`src/rtl/etap_pkg.sv`:
```
// Shared EJTAG TAP constants: DR channel indices and default scan lengths.
// dr_len_default() builds the packed per-channel length table used by etap_dr_router.
package etap_pkg;

   localparam int unsigned CH_IDCODE         = 0;
   localparam int unsigned CH_IMPCODE        = 1;
   localparam int unsigned CH_ADDRESS        = 2;
   localparam int unsigned CH_DATA           = 3;
   localparam int unsigned CH_CONTROL        = 4;
   localparam int unsigned CH_EJTAGBOOT      = 5;
   localparam int unsigned CH_SAMPLE_PRELOAD = 6;
   localparam int unsigned CH_BYPASS         = 7;

   localparam int unsigned DEFAULT_DR_LEN = 32;
   localparam int unsigned BYPASS_DR_LEN  = 1;

   // Upper bound on the packed length table width (channels x counter width).
   localparam int unsigned DR_LEN_MAX_W = 256;

   // Every channel expects DEFAULT_DR_LEN bits except the bypass slot.
   function automatic logic [DR_LEN_MAX_W-1:0] dr_len_default(
      input int unsigned num_dr,
      input int unsigned cnt_w,
      input int unsigned bypass_ch
   );
      logic [DR_LEN_MAX_W-1:0] tbl;
      int unsigned             len;
      tbl = '0;
      for (int unsigned i = 0; i < num_dr; i++) begin
         len = (i == bypass_ch) ? BYPASS_DR_LEN : DEFAULT_DR_LEN;
         len = len & ((32'd1 << cnt_w) - 32'd1);
         tbl = tbl | (DR_LEN_MAX_W'(len) << (i * cnt_w));
      end
      return tbl;
   endfunction

endpackage

```
`src/rtl/etap_dr_router_if.sv`:
```
// DR routing bus between the TAP controller / IR decoder (master) and the router (slave).
interface etap_dr_router_if #(
   parameter int unsigned NUM_DR = 8,
   parameter int unsigned SEL_W  = 4,
   parameter int unsigned CNT_W  = 8
);

   logic              test_logic_reset;
   logic [SEL_W-1:0]  ir_sel;
   logic              update_ir;
   logic              capture_dr;
   logic              shift_dr;
   logic              update_dr;
   logic [NUM_DR-1:0] s_data_in;

   logic [NUM_DR-1:0] capture_en_out;
   logic [NUM_DR-1:0] shift_en_out;
   logic [NUM_DR-1:0] update_en_out;
   logic              s_data_out;
   logic              s_data_oe;
   logic [SEL_W-1:0]  sel_cur;
   logic [CNT_W-1:0]  scan_len;
   logic              len_err;

   modport master (
      output test_logic_reset, ir_sel, update_ir, capture_dr, shift_dr, update_dr, s_data_in,
      input  capture_en_out, shift_en_out, update_en_out, s_data_out, s_data_oe,
             sel_cur, scan_len, len_err
   );

   modport slave (
      input  test_logic_reset, ir_sel, update_ir, capture_dr, shift_dr, update_dr, s_data_in,
      output capture_en_out, shift_en_out, update_en_out, s_data_out, s_data_oe,
             sel_cur, scan_len, len_err
   );

endinterface

```
`src/rtl/etap_scan_counter.sv`:
```
// Per-scan shifted-bit counter with saturation and DR length check.
// Only instantiated when ETAP_DR_LEN_CHECK_EN is defined.
module etap_scan_counter #(
   parameter int unsigned             NUM_DR = 8,
   parameter int unsigned             SEL_W  = 4,
   parameter int unsigned             CNT_W  = 8,
   parameter logic [NUM_DR*CNT_W-1:0] DR_LEN = '0
) (
   input  logic             tck,
   input  logic             trst_n,
   input  logic             tlr_i,
   input  logic             capture_i,
   input  logic             shift_i,
   input  logic             update_i,
   input  logic [SEL_W-1:0] sel_i,
   output logic [CNT_W-1:0] scan_len_o,
   output logic             len_err_o
);

   logic [CNT_W-1:0] cnt_q, cnt_d;
   logic             len_err_q, len_err_d;
   logic [CNT_W-1:0] exp_len_c;

   // Expected length of the active channel.
   always_comb begin
      exp_len_c = '0;
      for (int unsigned i = 0; i < NUM_DR; i++) begin
         if (sel_i == SEL_W'(i)) begin
            exp_len_c = DR_LEN[i*CNT_W +: CNT_W];
         end
      end
   end

   // Capture restarts the count; shifting saturates instead of wrapping.
   always_comb begin
      cnt_d     = cnt_q;
      len_err_d = len_err_q;
      if (capture_i) begin
         cnt_d = '0;
      end else if (shift_i && (cnt_q != '1)) begin
         cnt_d = cnt_q + CNT_W'(1);
      end
      if (tlr_i) begin
         len_err_d = 1'b0;
      end else if (update_i) begin
         len_err_d = (cnt_q != exp_len_c);
      end
   end

   always_ff @(posedge tck or negedge trst_n) begin
      if (!trst_n) begin
         cnt_q     <= '0;
         len_err_q <= 1'b0;
      end else begin
         cnt_q     <= cnt_d;
         len_err_q <= len_err_d;
      end
   end

   assign scan_len_o = cnt_q;
   assign len_err_o  = len_err_q;

endmodule

```
`src/rtl/etap_dr_router.sv`:
```
// EJTAG TAP data-register router: channel select, one-hot strobe fan-out, retimed TDO.
// Scan-length counting and len_err are built only when ETAP_DR_LEN_CHECK_EN is defined.
module etap_dr_router
   import etap_pkg::*;
#(
   parameter int unsigned             NUM_DR    = 8,
   parameter int unsigned             SEL_W     = 4,
   parameter int unsigned             CNT_W     = 8,
   parameter int unsigned             IDCODE_CH = CH_IDCODE,
   parameter int unsigned             BYPASS_CH = CH_BYPASS,
   parameter logic [NUM_DR*CNT_W-1:0] DR_LEN    =
      (NUM_DR*CNT_W)'(dr_len_default(NUM_DR, CNT_W, BYPASS_CH))
) (
   input  logic              tck,
   input  logic              trst_n,
   etap_dr_router_if.slave   dr
);

   logic [SEL_W-1:0]  sel_q, sel_d;
   logic              tdo_q, tdo_d;
   logic              oe_q;
   logic [NUM_DR-1:0] ch_hit_c;
   logic              tdo_bit_c;
   logic              dr_active_c;

   for (genvar g = 0; g < NUM_DR; g++) begin : g_ch_hit
      assign ch_hit_c[g] = (sel_q == SEL_W'(g));
   end

   assign dr.capture_en_out = {NUM_DR{dr.capture_dr}} & ch_hit_c;
   assign dr.shift_en_out   = {NUM_DR{dr.shift_dr}}   & ch_hit_c;
   assign dr.update_en_out  = {NUM_DR{dr.update_dr}}  & ch_hit_c;
   assign tdo_bit_c         = |(dr.s_data_in & ch_hit_c);
   assign dr_active_c       = dr.capture_dr | dr.shift_dr | dr.update_dr;

   // An IR update overlapping any DR strobe is illegal and leaves the selection alone.
   always_comb begin
      sel_d = sel_q;
      tdo_d = tdo_q;
      if (dr.test_logic_reset) begin
         sel_d = SEL_W'(IDCODE_CH);
      end else if (dr.update_ir && !dr_active_c) begin
         sel_d = (32'(dr.ir_sel) < NUM_DR) ? dr.ir_sel : SEL_W'(BYPASS_CH);
      end
      if (dr.shift_dr) begin
         tdo_d = tdo_bit_c;
      end
   end

   always_ff @(posedge tck or negedge trst_n) begin
      if (!trst_n) begin
         sel_q <= SEL_W'(IDCODE_CH);
         tdo_q <= 1'b0;
         oe_q  <= 1'b0;
      end else begin
         sel_q <= sel_d;
         tdo_q <= tdo_d;
         oe_q  <= dr.shift_dr;
      end
   end

   assign dr.sel_cur    = sel_q;
   assign dr.s_data_out = tdo_q;
   assign dr.s_data_oe  = oe_q;

`ifdef ETAP_DR_LEN_CHECK_EN
   etap_scan_counter #(
      .NUM_DR (NUM_DR),
      .SEL_W  (SEL_W),
      .CNT_W  (CNT_W),
      .DR_LEN (DR_LEN)
   ) u_scan_counter (
      .tck        (tck),
      .trst_n     (trst_n),
      .tlr_i      (dr.test_logic_reset),
      .capture_i  (dr.capture_dr),
      .shift_i    (dr.shift_dr),
      .update_i   (dr.update_dr),
      .sel_i      (sel_q),
      .scan_len_o (dr.scan_len),
      .len_err_o  (dr.len_err)
   );
`else
   // The length table has no consumer without the checker.
   logic unused_dr_len;
   assign unused_dr_len = ^DR_LEN;
   assign dr.scan_len   = '0;
   assign dr.len_err    = 1'b0;
`endif

endmodule

```
`src/flat_wrapper.sv`:
```
// flat-port wrapper written by rule: the top's interface ports become plain ports
module etap_dr_router_flat import etap_pkg::*;
#(
   parameter int unsigned             NUM_DR    = 8,
   parameter int unsigned             SEL_W     = 4,
   parameter int unsigned             CNT_W     = 8,
   parameter int unsigned             IDCODE_CH = CH_IDCODE,
   parameter int unsigned             BYPASS_CH = CH_BYPASS,
   parameter logic [NUM_DR*CNT_W-1:0] DR_LEN    =
      (NUM_DR*CNT_W)'(dr_len_default(NUM_DR, CNT_W, BYPASS_CH))
)
  (tck, trst_n, dr_test_logic_reset, dr_ir_sel, dr_update_ir, dr_capture_dr, dr_shift_dr, dr_update_dr, dr_s_data_in, dr_capture_en_out, dr_shift_en_out, dr_update_en_out, dr_s_data_out, dr_s_data_oe, dr_sel_cur, dr_scan_len, dr_len_err);
  etap_dr_router_if #(.NUM_DR(NUM_DR), .SEL_W(SEL_W), .CNT_W(CNT_W)) dr_i ();
  input  logic tck;
  input  logic trst_n;
  input wire logic [$bits(dr_i.test_logic_reset)-1:0] dr_test_logic_reset;
  input wire logic [$bits(dr_i.ir_sel)-1:0] dr_ir_sel;
  input wire logic [$bits(dr_i.update_ir)-1:0] dr_update_ir;
  input wire logic [$bits(dr_i.capture_dr)-1:0] dr_capture_dr;
  input wire logic [$bits(dr_i.shift_dr)-1:0] dr_shift_dr;
  input wire logic [$bits(dr_i.update_dr)-1:0] dr_update_dr;
  input wire logic [$bits(dr_i.s_data_in)-1:0] dr_s_data_in;
  output wire logic [$bits(dr_i.capture_en_out)-1:0] dr_capture_en_out;
  output wire logic [$bits(dr_i.shift_en_out)-1:0] dr_shift_en_out;
  output wire logic [$bits(dr_i.update_en_out)-1:0] dr_update_en_out;
  output wire logic [$bits(dr_i.s_data_out)-1:0] dr_s_data_out;
  output wire logic [$bits(dr_i.s_data_oe)-1:0] dr_s_data_oe;
  output wire logic [$bits(dr_i.sel_cur)-1:0] dr_sel_cur;
  output wire logic [$bits(dr_i.scan_len)-1:0] dr_scan_len;
  output wire logic [$bits(dr_i.len_err)-1:0] dr_len_err;
  assign dr_i.test_logic_reset = dr_test_logic_reset;
  assign dr_i.ir_sel = dr_ir_sel;
  assign dr_i.update_ir = dr_update_ir;
  assign dr_i.capture_dr = dr_capture_dr;
  assign dr_i.shift_dr = dr_shift_dr;
  assign dr_i.update_dr = dr_update_dr;
  assign dr_i.s_data_in = dr_s_data_in;
  assign dr_capture_en_out = dr_i.capture_en_out;
  assign dr_shift_en_out = dr_i.shift_en_out;
  assign dr_update_en_out = dr_i.update_en_out;
  assign dr_s_data_out = dr_i.s_data_out;
  assign dr_s_data_oe = dr_i.s_data_oe;
  assign dr_sel_cur = dr_i.sel_cur;
  assign dr_scan_len = dr_i.scan_len;
  assign dr_len_err = dr_i.len_err;
  etap_dr_router #(.NUM_DR(NUM_DR), .SEL_W(SEL_W), .CNT_W(CNT_W), .IDCODE_CH(IDCODE_CH), .BYPASS_CH(BYPASS_CH), .DR_LEN(DR_LEN)) u_core (.tck(tck), .trst_n(trst_n), .dr(dr_i));
endmodule
```
`config.mk`:
```
export PLATFORM = sky130hd
export DESIGN_NAME = etap_dr_router_flat
export DESIGN_NICKNAME = d
export VERILOG_FILES = /design/src/rtl/etap_pkg.sv /design/src/rtl/etap_dr_router_if.sv /design/src/rtl/etap_scan_counter.sv /design/src/rtl/etap_dr_router.sv /design/src/flat_wrapper.sv
export SDC_FILE = /design/constraint.sdc
export NUM_CORES = 1
export LEC_CHECK = 0
export CORE_MARGIN = 2
export CORE_UTILIZATION = 27
export DETAILED_ROUTE_END_ITERATION = 6
export HOLD_SLACK_MARGIN = 0.15
export PLACE_DENSITY = 0.8
export REMOVE_ABC_BUFFERS = 1
export SETUP_SLACK_MARGIN = 0.5
export SYNTH_ARGS = -nofsm -noshare
export SYNTH_HDL_FRONTEND = slang
export SYNTH_SLANG_ARGS = --single-unit
```
`constraint.sdc`:
```
create_clock -name tck -period 2.2 [get_ports tck]
set_clock_uncertainty 0.2 [all_clocks]
set_input_delay 0.44 -clock tck [delete_from_list [all_inputs] [get_ports tck]]
set_output_delay 0.44 -clock tck [all_outputs]
set_load 0.05 [all_outputs]
```
==> impl_metrics.json <==
{
  "status": "complete, no violations",
  "synth_top_area_share_pct": 24.6,
  "ir_drop_mv": 0.412,
  "worstSetupStartpoint": "u_core.dr.sel_cur[2]",
  "clockBufferDepth": 2,
  "yosysWarnings": 0,
  "worstReg2RegStart": "u_core.dr.sel_cur[2]",
  "dpl_cell_area_um2": 1210,
  "core-area_um2": 1750,
  "first_global_vias": 704,
  "grt_overflow": 0,
  "yosys_register_bits": 5,
  "synthDistinctLibCells": 19,
  "rows": 15,
  "die_area_um2": 2240,
  "maxCapViolCount": 0,
  "totalWireLength_um": 2310,
  "cts_tree": "done",
  "num_vias": 732,
  "grt_max_degree": 9,
  "ios": 58,
  "final_nets": 151,
  "drive_above_1_share_pct": 64.1,
  "p_per_area_nw_per_um2": 303,
  "fmax_mhz": 513,
  "synth_area_leaders": "dfrtp_1, nor2_1, buf_4",
  "area_delta_synth_final_pct": 206,
  "antenna_found_initial": 0,
  "hpwl_um": 1470,
  "die_w_um": 47.4,
  "gp_congestion": 0.613,
  "wl_per_cell_um": 14.8,
  "clk_latency_ns": 0.25,
  "hold_viol_final": 0,
  "grt_pass1_wl_um": 3400,
  "leakagePower_nw": 0.593,
  "end_kind": "output port",
  "finalCritPeriodShare_pct": 88.7,
  "n_antenna_cell": 0,
  "synthFlopType": "dfrtp_1",
  "hold_path.class": "input port to async pin",
  "cp_max_fo": 8,
  "synth_edf_count": 0,
  "route.detailed.drc": 0,
  "maxSlewViolCount": 0,
  "startpoint_type": "flip-flop",
  "fillers": 77,
  "finalSetupViolCount": 0,
  "vias_per_cell": 4.69,
  "ctsHtreeMaxLevel": 1,
  "grt_use_total_pct": 22.7,
  "async_flop_share_pct": 100,
  "syn_inst": 73,
  "path_clk_slew_ns": 0.05,
  "postSynthAreaPerCell_um2": 6.96,
  "multi_input_area_um2": 553,
  "synth_common_cells": "nor2_1, buf_4, dfrtp_1, nand2_1, nand2b_1",
  "rsz0062_at_grt": "true",
  "regArea_um2": 129,
  "cts_buffers": 3,
  "finalCriticalPeriod_ns": 1.95,
  "root_buffer": "clkbuf_4",
  "cts_num_sinks": 5,
  "post-route-cell-area_um2": 1550,
  "worst-setup-path-type": "flip-flop to output port",
  "fin_tns_setup_ns": 0,
  "arrival_ns": 1.31,
  "yosysTopAreaCell": "dfrtp_1",
  "seq_area_frac_synth_pct": 24.6,
  "antenna_left": 0,
  "required_ns": 1.56,
  "die_y_um": 47.4,
  "initial_utilization_pct": 29.1,
  "initialDrtViolationCount": 12,
  "dr.pass1.iters": 4,
  "syn_area_um2": 508,
  "synth_most_common_cell": "nor2_1",
  "portBuffers": 47
}
==> power breakdown <==
group / switching (mW) / internal (mW) / total, mW
combinational: 0.153 / 0.102 / 0.255
sequential: 0.00647 / 0.0978 / 0.104
clock: 0.0419 / 0.0688 / 0.111
==> sequential cells by signal (all words and copies together) (netlist names) <==
signal	count
u_core.dr.s_data_oe	1
u_core.dr.s_data_out	1
u_core.dr.sel_cur	3
==> repair_timing <==
action	4_1_cts	5_1_grt
resized for setup	75	4
hold buffers	0	0
setup buffers	7	2
pin swaps	13	5
setup endpoints to repair	31	27
==> placed cells by master, fill, tap and decap left out, types with 2 or more instances in the layout <==
master | netlist | final
nor2_1 | 31 | 7
clkdlybuf4s15_1 | 0 | 2
nor2_4 | 0 | 20
mux2i_1 | 3 | 3
nand2_4 | 0 | 3
clkdlybuf4s15_2 | 0 | 3
conb_1 | 1 | 10
dfrtp_2 | 0 | 3
clkbuf_4 | 0 | 3
clkdlybuf4s50_1 | 0 | 15
nand2b_4 | 0 | 5
buf_12 | 0 | 25
a211oi_1 | 3 | 3
nor2_2 | 0 | 4
buf_4 | 10 | 10
buf_6 | 1 | 3
dfrtp_1 | 5 | 2
==> through the flow <==
stage	hold WS (ns)	instances	utilization (%)	power, mW	setup slack [ns]
floorplan	-0.0556	69	-	0.216	-0.123
global placement	0.329	143	69.2	0.310	0.110
detailed placement	0.354	143	69.2	0.313	0.0795
CTS	0.218	154	87.1	0.457	0.272
global route	0.207	156	89.0	0.494	0.203
finish	0.210	156	89.0	0.470	0.249
==> final timing paths <==
check | to | slack [ns] | cells past startpoint
hold reg to reg | u_core.dr.s_data_out | 0.38 | 2
setup / recovery | dr_capture_en_out[3] | 0.25 | 3
min in group tck | u_core.dr.s_data_out | 0.38 | 2
setup reg to reg | u_core.dr.s_data_out | 0.48 | 5
hold / removal | u_core.dr.s_data_out | 0.21 | 1
max in group asynchronous | u_core.dr.sel_cur[1] | 1.37 | 1
==> cell families after synthesis <==
logic type | share of synthesized area, %
buffers and inverters | 19.0
other | 0.738
DFF | 24.6
AOI/OAI and AO/OA | 7.39
muxes | 8.13
and+or+nand+nor | 40.1
==> cell type report <==
| class | instances | share of cell area (%) |
|---|---|---|
| multi-input combinational | 64 | 35.6 |
| sequential | 5 | 8.30 |
| timing repair buffer | 58 | 52.4 |
| tap | 25 | 2.01 |
| clock buffer | 4 | 1.69 |
==> layer usage <==
metal / global-route usage, % / vias to the layer above / share of wire [%] / routed length (µm)
li1: - / 334 / - / -
met1: 23.7 / 337 / 33 / 762
met2: 44.3 / 57 / 57 / 1310
met3: 5.77 / 4 / 9.3 / 215
met4: 5.00 / 0 / 0.95 / 22
met5: 0 / - / 0 / 0
==> critical path, cell delays in order (launching register included) <==
cell      delay, ns
dfrtp_2        0.50
nand2b_4       0.24
nor2_2         0.17
buf_12         0.16
Power figures use the tool's default switching activity.
==> edit 1: new RTL, same settings <==
Add a define of `ETAP_DR_LEN_CHECK_EN`.
--- a/src/rtl/etap_dr_router.sv
+++ b/src/rtl/etap_dr_router.sv
@@ -1,5 +1,7 @@
 // EJTAG TAP data-register router: channel select, one-hot strobe fan-out, retimed TDO.
 // Scan-length counting and len_err are built only when ETAP_DR_LEN_CHECK_EN is defined.
+`define ETAP_DR_LEN_CHECK_EN
+
 module etap_dr_router
    import etap_pkg::*;
 #(
Function: changed (Yosys sat finds a counterexample within 4 cycles, from zero or initial values and one cycle with trst_n low).
==> edit 1 against the unedited design <==
Synthesized area grew 85%; critical path type unchanged; routed wire length rose by 51%; final area rose by 37%; sequential share of layout area is 8.5 points higher; power is 49% higher; sequential cell count increased by 9; worst setup slack worse by 43 ps; count of clock-buffer cells in the layout fell by 1; largest cell class unchanged; highest routed layer unchanged.
==> edit 1: results <==
metrics = {
    "power": {
        "p_leak_nw": 0.825,
        "p_total_mw": 0.701,
        "vdd_ir_drop_max_uv": 277,
    },
    "clocking": {
        "worstSkewPairLatency_ps": 280,
    },
    "yosys": {
        "synth.distinct_cells": 34,
        "synth_fa_ha_area_share_pct": 1.33,
        "synth_xor_area_share_pct": 2.80,
        "synth_top_cells_by_count": "nor2_1 (39), dfrtp_1 (14), nand2b_1 (6)",
        "synth_area_leaders": "dfrtp_1 (37%), nor2_1 (16%), nand2b_1 (4.0%)",
    },
    "global_routing": {
        "met1_usage_pct": 20.4,
        "grt_pass1_wl_mm": 5.18,
        "grt_usage_pct": 16.5,
    },
    "route": {
        "wl_met3_um": 192,
        "post_drt_wl_per_cell_um": 15.1,
        "wl_met1_mm": 1.45,
        "met2WireLength_mm": 1.80,
    },
    "placed_design": {
        "dpl_cell_area_sq_um": 1790,
        "io_buffers": 56,
        "dp_cells": 218,
        "hpwlAfterDp_mm": 2.29,
        "routabilityCongestion": 0.842,
    },
    "cells_and_area": {
        "largest_reg_flops": 8,
    },
    "critical_path": {
        "path_max_fanout": 7,
        "r2r_setup_slack_ps": 380,
    },
    "outcome": {
        "status": "finished clean",
    },
}
-- edit 1: cell types whose count changed in the layout (fill, tap and decap cells not counted), sizes merged, moves of 3 or more --
cell	before	now
xor2	0	3
nor2	31	39
nor3	0	3
conb	10	1
dfrtp	5	14
nand3	1	5
o21ai	0	5
buf	38	50
-- edit 1: worst max-delay path by stage --
stage	endpoint	slack (ps)	cells after the start
after detailed placement	u_core.dr.sel_cur[0]	8	5
after global placement	dr_capture_en_out[4]	70	4
after floorplan	dr_capture_en_out[4]	-160	2
after global routing	dr_shift_en_out[0]	170	3
final	dr_update_en_out[4]	210	3
after CTS	dr_capture_en_out[4]	220	3
-- edit 1: layout make-up --
cell class,count,area (sq um),share of cell area [%]
Sequential cell,14,357,16.8
Multi-Input combinational cell,95,761,35.8
Timing Repair Buffer,71,917,43.2
Tap cell,46,57.6,2.71
Inverter,2,7.51,0.354
Clock buffer,3,22.5,1.06
==> edit 2: new RTL, same settings <==
Made on the original files. Reset style: synchronous (`trst_n`), changed in one clocked block.
--- a/src/rtl/etap_dr_router.sv
+++ b/src/rtl/etap_dr_router.sv
@@ -47,7 +47,7 @@
       end
    end
 
-   always_ff @(posedge tck or negedge trst_n) begin
+   always_ff @(posedge tck) begin
       if (!trst_n) begin
          sel_q <= SEL_W'(IDCODE_CH);
          tdo_q <= 1'b0;
Function: differs if trst_n is asserted again (counterexample within 4 cycles, from zero or initial values and one cycle with trst_n low); with trst_n held inactive, the same outputs for 10 cycles.
==> edit 2 against the unedited design <==
Combinational power fell by 27%; highest routed layer unchanged; power shrank 16%; via count up 0.68%; final area is 1.7% lower; routed wire length up 5.7%; synthesized area increased by 1.7%; worst setup slack better by 80 ps; sequential cell count stayed put.
==> edit 2: results <==
metrics = {
    "power": {
        "vdd_ir_drop_max_uv": 313,
        "pwr-share-clk_pct": 28.8,
        "powerClk_mw": 0.114,
        "p_leak_nw": 0.572,
        "p_int_mw": 0.233,
        "seq_power_mw": 0.0941,
    },
    "placed_design": {
        "hpwlAfterDp_mm": 1.53,
        "routabilityCongestion": 0.685,
        "pre_cts_slack_ps": 74.4,
        "io_buffers": 47,
    },
    "cells_and_area": {
        "drive_gt1_share_pct": 61.8,
        "fin_nets": 151,
        "diodes": 0,
        "largest_reg_flops": 3,
    },
    "clocking": {
        "cts_root_buf": "clkbuf_4",
        "clock_path_buffers": 2,
        "clkTransAtPathRegs_ps": 50,
        "htree_levels": 1,
        "cts_inserted_buffers": 3,
        "ctsHoldBuffers": 0,
        "worstSkewPairLatency_ps": 260,
    },
    "global_routing": {
        "grt_max_degree": 10,
        "grt_pass1_wl_mm": 3.16,
        "first_global_vias": 666,
        "met1_usage_pct": 21.1,
        "use_met2_pct": 40.3,
        "grt_usage_pct": 20.2,
        "use_met3_pct": 3.02,
        "antenna_found_initial": 0,
    },
    "min_path": {
        "min_path_type": "flop to flop",
    },
    "yosys": {
        "synth_top_cells_by_count": "nor2_1 (30), buf_4 (10), nand2b_1 (6)",
        "synthArstFlopShare_pct": 0,
        "seq_area_frac_synth_pct": 19.4,
        "yosys_warnings": 0,
        "synthFlopType": "dfxtp_1",
        "synth_area_leaders": "nor2_1 (22%), dfxtp_1 (19%), buf_4 (15%)",
        "synth.distinct_cells": 23,
    },
    "route": {
        "drt_iter0_drc": 11,
        "wl_met3_um": 172,
        "wirelength_mm": 2.44,
        "dr.pass1.iters": 2,
        "vias": 737,
        "wl_met1_um": 917,
        "dr.max_layer_used": "met4",
        "met2WireLength_mm": 1.27,
    },
    "critical_path": {
        "path_max_fanout": 6,
        "critPathTopFamily": "simple AND/OR/NAND/NOR gates",
        "crit_slowest_cell": "dfxtp_4",
        "arrival_ps": 1230,
        "r2r_setup_slack_ps": 580,
        "cp_slowest_stage_delay_ps": 360,
    },
    "outcome": {
        "status": "finished clean",
    },
    "sta": {
        "post-route-min-period_ps": 1870,
        "hold_ws_ps": 383,
    },
}
[edit 2: changes by cell type in the layout (fill, tap and decap cells not counted), sizes merged, moves of 2 or more]
cell / change
buf: -4
dfrtp: -5
dfxtp: +5
mux2i: -3
nand4b: +2
[edit 2: final cells by class]
class,count,area [sq um]
Sequential cell,5,111
Fill cell,90,238
Tap cell,25,31.3
Timing Repair Buffer,54,759
Multi-Input combinational cell,68,598
Clock buffer,4,26.3
[edit 2: path summary, 6_finish.rpt]
check	from	to	cells past startpoint
setup / recovery	u_core.dr.sel_cur[0]	dr_capture_en_out[0]	3
hold / removal	u_core.dr.sel_cur[1]	u_core.dr.sel_cur[1]	2
setup reg to reg	u_core.dr.sel_cur[1]	u_core.dr.s_data_out	4
hold reg to reg	u_core.dr.sel_cur[1]	u_core.dr.sel_cur[1]	2
[edit 2: kinds of logic (layout without fill, tap and decap cells)]
logic type | after synthesis | in the layout | synth area share, %
muxes | 1 | 1 | 2.18
and+or+nand+nor | 49 | 49 | 48.2
DFF | 5 | 5 | 19.4
buffers and inverters | 14 | 58 | 17.9
AOI/OAI and AO/OA | 8 | 8 | 11.6
other | 1 | 10 | 0.726
[edit 2: stage by stage]
step,TNS (ps),std cells,util [%],cell area [sq um]
after global routing,0,156,86.5,1530
final,0,156,86.5,1530
after CTS,0,156,83.8,1480
after detailed placement,0,148,68.9,1210
after global placement,0,148,68.9,1210
after floorplan,-3100,73,-,458
[edit 2: worst reg2reg max path, cell delays in order, from the launching register on]
cell	delay, ps
dfxtp_4	380
buf_4	150
mux2_2	340
a221o_1	300
a21o_1	150
[edit 2: repair_timing]
item | CTS | global route
pin swaps | 14 | 6
gates resized for setup | 72 | 12
setup endpoints to repair | 32 | 27
hold endpoints to repair | 0 | 0
buffers inserted | 4 | 0
